$ cat src/rtl/multicycle_pkg.sv
// rtl/multicycle_pkg.sv - shared types and constants for the multi-cycle sequencer
package multicycle_pkg;

  typedef enum logic [2:0] {
    ST_IDLE   = 3'd0,
    ST_FETCH  = 3'd1,
    ST_DECODE = 3'd2,
    ST_EXEC   = 3'd3,
    ST_MEM    = 3'd4,
    ST_WB     = 3'd5,
    ST_HALT   = 3'd6
  } state_t;

  typedef enum logic [1:0] {
    CAUSE_NONE    = 2'b00,
    CAUSE_ILLEGAL = 2'b01,
    CAUSE_TIMEOUT = 2'b10
  } halt_cause_t;

  localparam int unsigned DEFAULT_TIMEOUT = 255;

endpackage

$ cat src/rtl/seq_wait_timer.sv
// rtl/seq_wait_timer.sv - consecutive bus-wait counter with timeout compare
module seq_wait_timer
  import multicycle_pkg::*;
#(
  parameter int unsigned TIMEOUT = DEFAULT_TIMEOUT
) (
  input  logic clk,
  input  logic rst,
  input  logic clear,
  input  logic count_en,
  output logic expired
);

  localparam int unsigned W = (TIMEOUT > 0) ? $clog2(TIMEOUT + 1) : 1;

  logic [W-1:0] cnt_q, cnt_d;

  // Saturates at TIMEOUT; the FSM leaves the wait state on that cycle anyway.
  always_comb begin
    cnt_d = cnt_q;
    if (clear) begin
      cnt_d = '0;
    end else if (count_en && !expired) begin
      cnt_d = cnt_q + W'(1);
    end
  end

  always_ff @(posedge clk or posedge rst) begin
    if (rst) begin
      cnt_q <= '0;
    end else begin
      cnt_q <= cnt_d;
    end
  end

  assign expired = (cnt_q == W'(TIMEOUT));

endmodule

$ cat src/rtl/multicycle_sequencer.sv
// rtl/multicycle_sequencer.sv - fetch/decode/exec/mem/wb control FSM with retire counter
module multicycle_sequencer
  import multicycle_pkg::*;
#(
  parameter int unsigned TIMEOUT = DEFAULT_TIMEOUT,
  parameter int unsigned CNT_W   = 32
) (
  input  logic             clk,
  input  logic             rst,
  input  logic             start,
  output logic             imem_req,
  input  logic             imem_ready,
  output logic             ir_we,
  input  logic             dec_reg_write,
  input  logic [2:0]       dec_mem_read,
  input  logic [2:0]       dec_mem_write,
  input  logic             dec_jump,
  input  logic             dec_branch,
  input  logic             dec_illegal,
  input  logic             branch_taken,
  output logic             exec_en,
  output logic             dmem_req,
  output logic             dmem_we,
  input  logic             dmem_ready,
  output logic             rf_we,
  output logic             pc_we,
  output logic             pc_sel,
  output logic             halted,
  output logic [1:0]       halt_cause,
  output logic [CNT_W-1:0] instret,
  output logic [2:0]       state
);

  state_t            state_q, state_d;
  halt_cause_t       cause_q, cause_d;
  logic              taken_q, taken_d;
  logic [CNT_W-1:0]  instret_q, instret_d;
  logic              is_load, is_store, taken_now, retire;
  logic              timer_clear, timer_count, timer_expired;

  assign is_load   = |dec_mem_read;
  assign is_store  = |dec_mem_write;
  assign taken_now = dec_jump | (dec_branch & branch_taken);

  always_comb begin
    state_d     = state_q;
    cause_d     = cause_q;
    taken_d     = taken_q;
    imem_req    = 1'b0;
    ir_we       = 1'b0;
    exec_en     = 1'b0;
    dmem_req    = 1'b0;
    dmem_we     = 1'b0;
    rf_we       = 1'b0;
    pc_sel      = 1'b0;
    retire      = 1'b0;
    timer_count = 1'b0;
    case (state_q)
      ST_IDLE: if (start) state_d = ST_FETCH;
      ST_FETCH: begin
        imem_req    = 1'b1;
        ir_we       = imem_ready;
        timer_count = !imem_ready;
        if (imem_ready) begin
          state_d = ST_DECODE;
        end else if (timer_expired) begin
          state_d = ST_HALT;
          cause_d = CAUSE_TIMEOUT;
        end
      end
      ST_DECODE: begin
        if (dec_illegal) begin
          state_d = ST_HALT;
          cause_d = CAUSE_ILLEGAL;
        end else begin
          state_d = ST_EXEC;
        end
      end
      ST_EXEC: begin
        exec_en = 1'b1;
        taken_d = taken_now;
        if (is_load || is_store) begin
          state_d = ST_MEM;
        end else if (dec_reg_write) begin
          state_d = ST_WB;
        end else begin
          // Branches retire here, before taken_q has captured the compare.
          retire  = 1'b1;
          pc_sel  = taken_now;
          state_d = ST_FETCH;
        end
      end
      ST_MEM: begin
        dmem_req    = 1'b1;
        dmem_we     = is_store;
        timer_count = !dmem_ready;
        if (dmem_ready) begin
          if (is_load) begin
            state_d = ST_WB;
          end else begin
            retire  = 1'b1;
            pc_sel  = taken_q;
            state_d = ST_FETCH;
          end
        end else if (timer_expired) begin
          state_d = ST_HALT;
          cause_d = CAUSE_TIMEOUT;
        end
      end
      ST_WB: begin
        rf_we   = 1'b1;
        retire  = 1'b1;
        pc_sel  = taken_q;
        state_d = ST_FETCH;
      end
      ST_HALT: state_d = ST_HALT;
      default: state_d = ST_IDLE;
    endcase
    pc_we = retire;
  end

  assign instret_d   = retire ? instret_q + CNT_W'(1) : instret_q;
  assign timer_clear = (state_d != state_q);

  always_ff @(posedge clk or posedge rst) begin
    if (rst) begin
      state_q   <= ST_IDLE;
      cause_q   <= CAUSE_NONE;
      taken_q   <= 1'b0;
      instret_q <= '0;
    end else begin
      state_q   <= state_d;
      cause_q   <= cause_d;
      taken_q   <= taken_d;
      instret_q <= instret_d;
    end
  end

  seq_wait_timer #(.TIMEOUT(TIMEOUT)) u_wait_timer (
    .clk      (clk),
    .rst      (rst),
    .clear    (timer_clear),
    .count_en (timer_count),
    .expired  (timer_expired)
  );

  assign halted     = (state_q == ST_HALT);
  assign halt_cause = cause_q;
  assign instret    = instret_q;
  assign state      = state_q;

endmodule

$ cat config.mk
export PLATFORM = sky130hd
export DESIGN_NAME = multicycle_sequencer
export DESIGN_NICKNAME = d
export VERILOG_FILES = /design/src/rtl/multicycle_pkg.sv /design/src/rtl/seq_wait_timer.sv /design/src/rtl/multicycle_sequencer.sv
export SDC_FILE = /design/constraint.sdc
export NUM_CORES = 1
export LEC_CHECK = 0
export ABC_AREA = 1
export CAP_MARGIN = 10
export CORE_ASPECT_RATIO = 1.25
export CORE_MARGIN = 2
export CORE_UTILIZATION = 55
export CTS_CLUSTER_SIZE = 14
export DETAILED_ROUTE_END_ITERATION = 7
export GPL_TIMING_DRIVEN = 0
export PLACE_DENSITY_LB_ADDON = 0.15
export SLEW_MARGIN = 5
export SYNTH_ARGS = -nofsm -noshare
export SYNTH_HDL_FRONTEND = slang
export SYNTH_SLANG_ARGS = --single-unit
$ cat constraint.sdc
create_clock -name clk -period 3.3 [get_ports clk]
set_clock_uncertainty 0.2 [all_clocks]
set_input_delay 0.99 -clock clk [delete_from_list [all_inputs] [get_ports clk]]
set_output_delay 0.99 -clock clk [all_outputs]
set_load 0.01 [all_outputs]
==> results.toml <==
[timing]
worst-slew-pin-transition_ps = 434
hold_viol_final = 0
fin_crit_sh_pct = 97.5
final-setup-viol-count = 0
final_period_minus_worst_setup_slack_ps = 3220
maxClockFrequency_mhz = 311
maxSlewHeadroom_pct = 70.9
drv_slew = 0

[grt]
grt_first_pass_wirelength_mm = 12.1
grt_antenna_before_repair = 0
maximum_number_of_pins_on_one_net_before_global_route_repair = 38
grt_pass1_vias = 2790
globalRouteOverflowTotal = 0
groute.usage.overall_pct = 28.1

[routing]
routed_vias_inst = 5.21
ant_nets = 0
drt_met1_wl_mm = 2.72
drcViolationCount = 0
detail_route.wl_per_cell_um = 13.6
detailedRoute.firstPassIterationCount = 4
dr.max_layer_used = "met4"
via_count = 2755
first_iter_violations = 124
detailroute.wirelength.met3_um = 351
met2WireLength_mm = 3.83
detail_route.wirelength_mm = 7.18

[worst_setup_path]
critPathTopFamily = "simple AND/OR/NAND/NOR gates"
worstPathCellList = "dlygate4sd2_1 -> nor2_1 -> nand2_2 -> nor2_4 -> nand2_2 -> o22ai_2 -> buf_2"
maximum_fanout_encountered_on_the_critical_timing_path = 3
worstSetupPathType = "input port to primary output"
cp_slowest_stage_delay_ps = 230
arrival_ps = 2030
critical_path_buf_inv_count = 2
critPathCaptureType = "primary output"
cp_slowest_cell = "sky130_fd_sc_hd__dlygate4sd2_1"
critical_path.most_common_cell = "sky130_fd_sc_hd__nand2_2"
critPathRequiredTime_ps = 2110
critical_path.startpoint_type = "input port"

[run]
cap_viol_max_count = 0

[yosys]
yosys.area.top_type = "sky130_fd_sc_hd__dfrtp_1"
synth_edf_count = 0
synth_cells = 387
synth_area_leaders = "sky130_fd_sc_hd__dfrtp_1, sky130_fd_sc_hd__nand2_1, sky130_fd_sc_hd__nor2_1"
synth-xor-area-share_pct = 9.36
largest_family_of_logic_cells_by_synthesized_area = "simple AND/OR/NAND/NOR gates"
synth_top_cell_area_share_pct = 41.0
synth_fp_nets = 405
asyncSetResetFlopFracSynth_pct = 100
synth.lib_cells_used.distinct = 30
ys_dominant_reg_cell = "sky130_fd_sc_hd__dfrtp_1"
avgSynthCellArea_um2 = 7.25
synth_sequential_area_ratio_pct = 41.0
post_synth_and_or_nand_nor_area_fraction_pct = 36.4
synth_compound_area_share_pct = 4.59
yosys_register_bits = 46
synthAdderAreaFrac_pct = 0.892
synth_area_mm2 = 0.00281
synthMuxAreaShare_pct = 0
yosysWarningCount = 0

[clock_tree]
h-tree-depth = 2
cts_made_buffers = 5
cts_tree = "yes"
cts_sinks = 46
clk-insertion-delay-late_ps = 310
cts.clk_slew.worst_paths_ps = 80
ctsRootBufferMaster = "sky130_fd_sc_hd__clkbuf_8"
clockBufferDepth = 2
cts_hold_buf = 0

[floorplan]
floorplan.initialDensity_pct = 56.0
area_enclosed_by_the_die_boundary_mm2 = 0.00569
fp.dieW_um = 67.9
die_y_um = 83.9
core-area_mm2 = 0.00501
placementRows = 29
io-pin-count = 62

[placed_design]
final_hpwl_from_detailed_placement_mm = 5.21
globalplace.congestion = 0.886
place.port_buffers = 61
dpl-instance-area_mm2 = 0.00351

[final_layout]
area_delta_synth_final_pct = 33.4
finalInstanceArea_mm2 = 0.00374
final_nets = 484
drive_above_1_share_pct = 12.2
post-route-util_pct = 74.8
commonest_cells_after_routing_fill_and_taps_aside = "sky130_fd_sc_hd__nand2_1, sky130_fd_sc_hd__clkdlybuf4s50_1, sky130_fd_sc_hd__nor2_1, sky130_fd_sc_hd__dfrtp_1, sky130_fd_sc_hd__inv_1"
insertedDiodeCount = 0
layout.cells.most_common = "sky130_fd_sc_hd__nand2_1"

[power_and_ir_drop]
max-vdd-ir-drop_mv = 0.359
p_leak_uw = 0.00176
fin_total_pwr_uw = 2130
power_density_mw_per_mm2 = 569

[worst_hold_path]
timing.hold.worst.class = "flip-flop to flip-flop"

[outcome]
run_status = "finished clean"
## worst min-delay path: cells and delay by family, from the launching register on
family	cells	cell delay, ps
and+or+nand+nor	2	110
DFF	1	370
## Yosys cell counts (2+ instances only)
master	n
sky130_fd_sc_hd__nor2_2	2
sky130_fd_sc_hd__o21ai_0	14
sky130_fd_sc_hd__buf_2	2
sky130_fd_sc_hd__inv_2	4
sky130_fd_sc_hd__nand3_1	22
sky130_fd_sc_hd__nand4_1	12
sky130_fd_sc_hd__xnor2_1	15
sky130_fd_sc_hd__xor2_1	15
sky130_fd_sc_hd__nor3_4	2
sky130_fd_sc_hd__dfrtp_1	46
sky130_fd_sc_hd__nand3b_1	2
sky130_fd_sc_hd__a21oi_1	5
sky130_fd_sc_hd__ha_1	2
sky130_fd_sc_hd__nor3_1	13
sky130_fd_sc_hd__inv_1	46
sky130_fd_sc_hd__nand3_2	2
sky130_fd_sc_hd__nand2_2	3
sky130_fd_sc_hd__nand2_1	116
sky130_fd_sc_hd__nor2_1	53
## path summary, 6_finish.rpt
check / from / endpoint / slack (ps) / cells past startpoint
min in group asynchronous: rst / u_wait_timer.cnt_q[6]$_DFFE_PP0P_ / 720 / 2
worst max register to register: state[2]$_DFF_PP0_ / instret[26]$_DFFE_PP0P_ / 1010 / 10
max in group asynchronous: rst / state[2]$_DFF_PP0_ / 1720 / 3
worst min register to register: halt_cause[0]$_DFFE_PP0P_ / halt_cause[0]$_DFFE_PP0P_ / 320 / 2
worst max-delay path: dec_mem_write[0] / pc_sel / 80 / 7
worst min-delay path: halt_cause[0]$_DFFE_PP0P_ / halt_cause[0]$_DFFE_PP0P_ / 320 / 2
## routing by layer
layer  track usage, %  vias to the layer above
li1                 -                     1376
met1             32.4                     1269
met2             49.3                       86
met3             3.78                       24
met4             13.8                        0
met5                0                        -
## stage by stage
step / cells / TNS (ps) / worst slack, ps / hold WS (ps)
6_report: 529 / 0 / 82.3 / 318
5_1_grt: 529 / -14.3 / -14.3 / 354
4_1_cts: 527 / -71.8 / -71.8 / 305
3_5_place_dp: 511 / -1590 / -822 / 287
3_3_place_gp: 510 / -1530 / -798 / 260
2_1_floorplan: 387 / 0 / 361 / 305
## where the power goes
| group | internal, uW | switching (uW) | leakage (uW) |
|---|---|---|---|
| clock network | 153 | 207 | 0.0000447 |
| registers | 671 | 129 | 0.000610 |
| logic | 414 | 555 | 0.00110 |
## area by class of cell
class                      instances  area, um^2
timing repair buffer              73         704
tap                               62        77.6
inverter                          50         188
clock buffer                       5        68.8
clock inverter                     3        25.0
buffer                             3        23.8
sequential                        46        1150
multi-input combinational        287        1510
fill                             377        1260
## repair_timing
action / in CTS / in global routing
endpoints found under the setup margin: 4 / 10
resized for setup: 19 / 19
gates cloned: 0 / 0
pin swaps: 7 / 8
setup buffers: 9 / 2
## cells by family (layout without fill, tap and decap cells)
group,Yosys count,count (layout)
compound gates,24,24
simple gates,231,231
xor+xnor,30,30
buf+inv,54,134
flops,46,46
fa+ha+maj,2,2
## registers in the layout, indices dropped and copies added (netlist names)
| signal | count |
|---|---|
| state | 3 |
| instret | 32 |
| u_wait_timer.cnt_q | 8 |
| taken_q | 1 |
| halt_cause | 2 |
No activity file was read; power rests on OpenSTA's default activity.
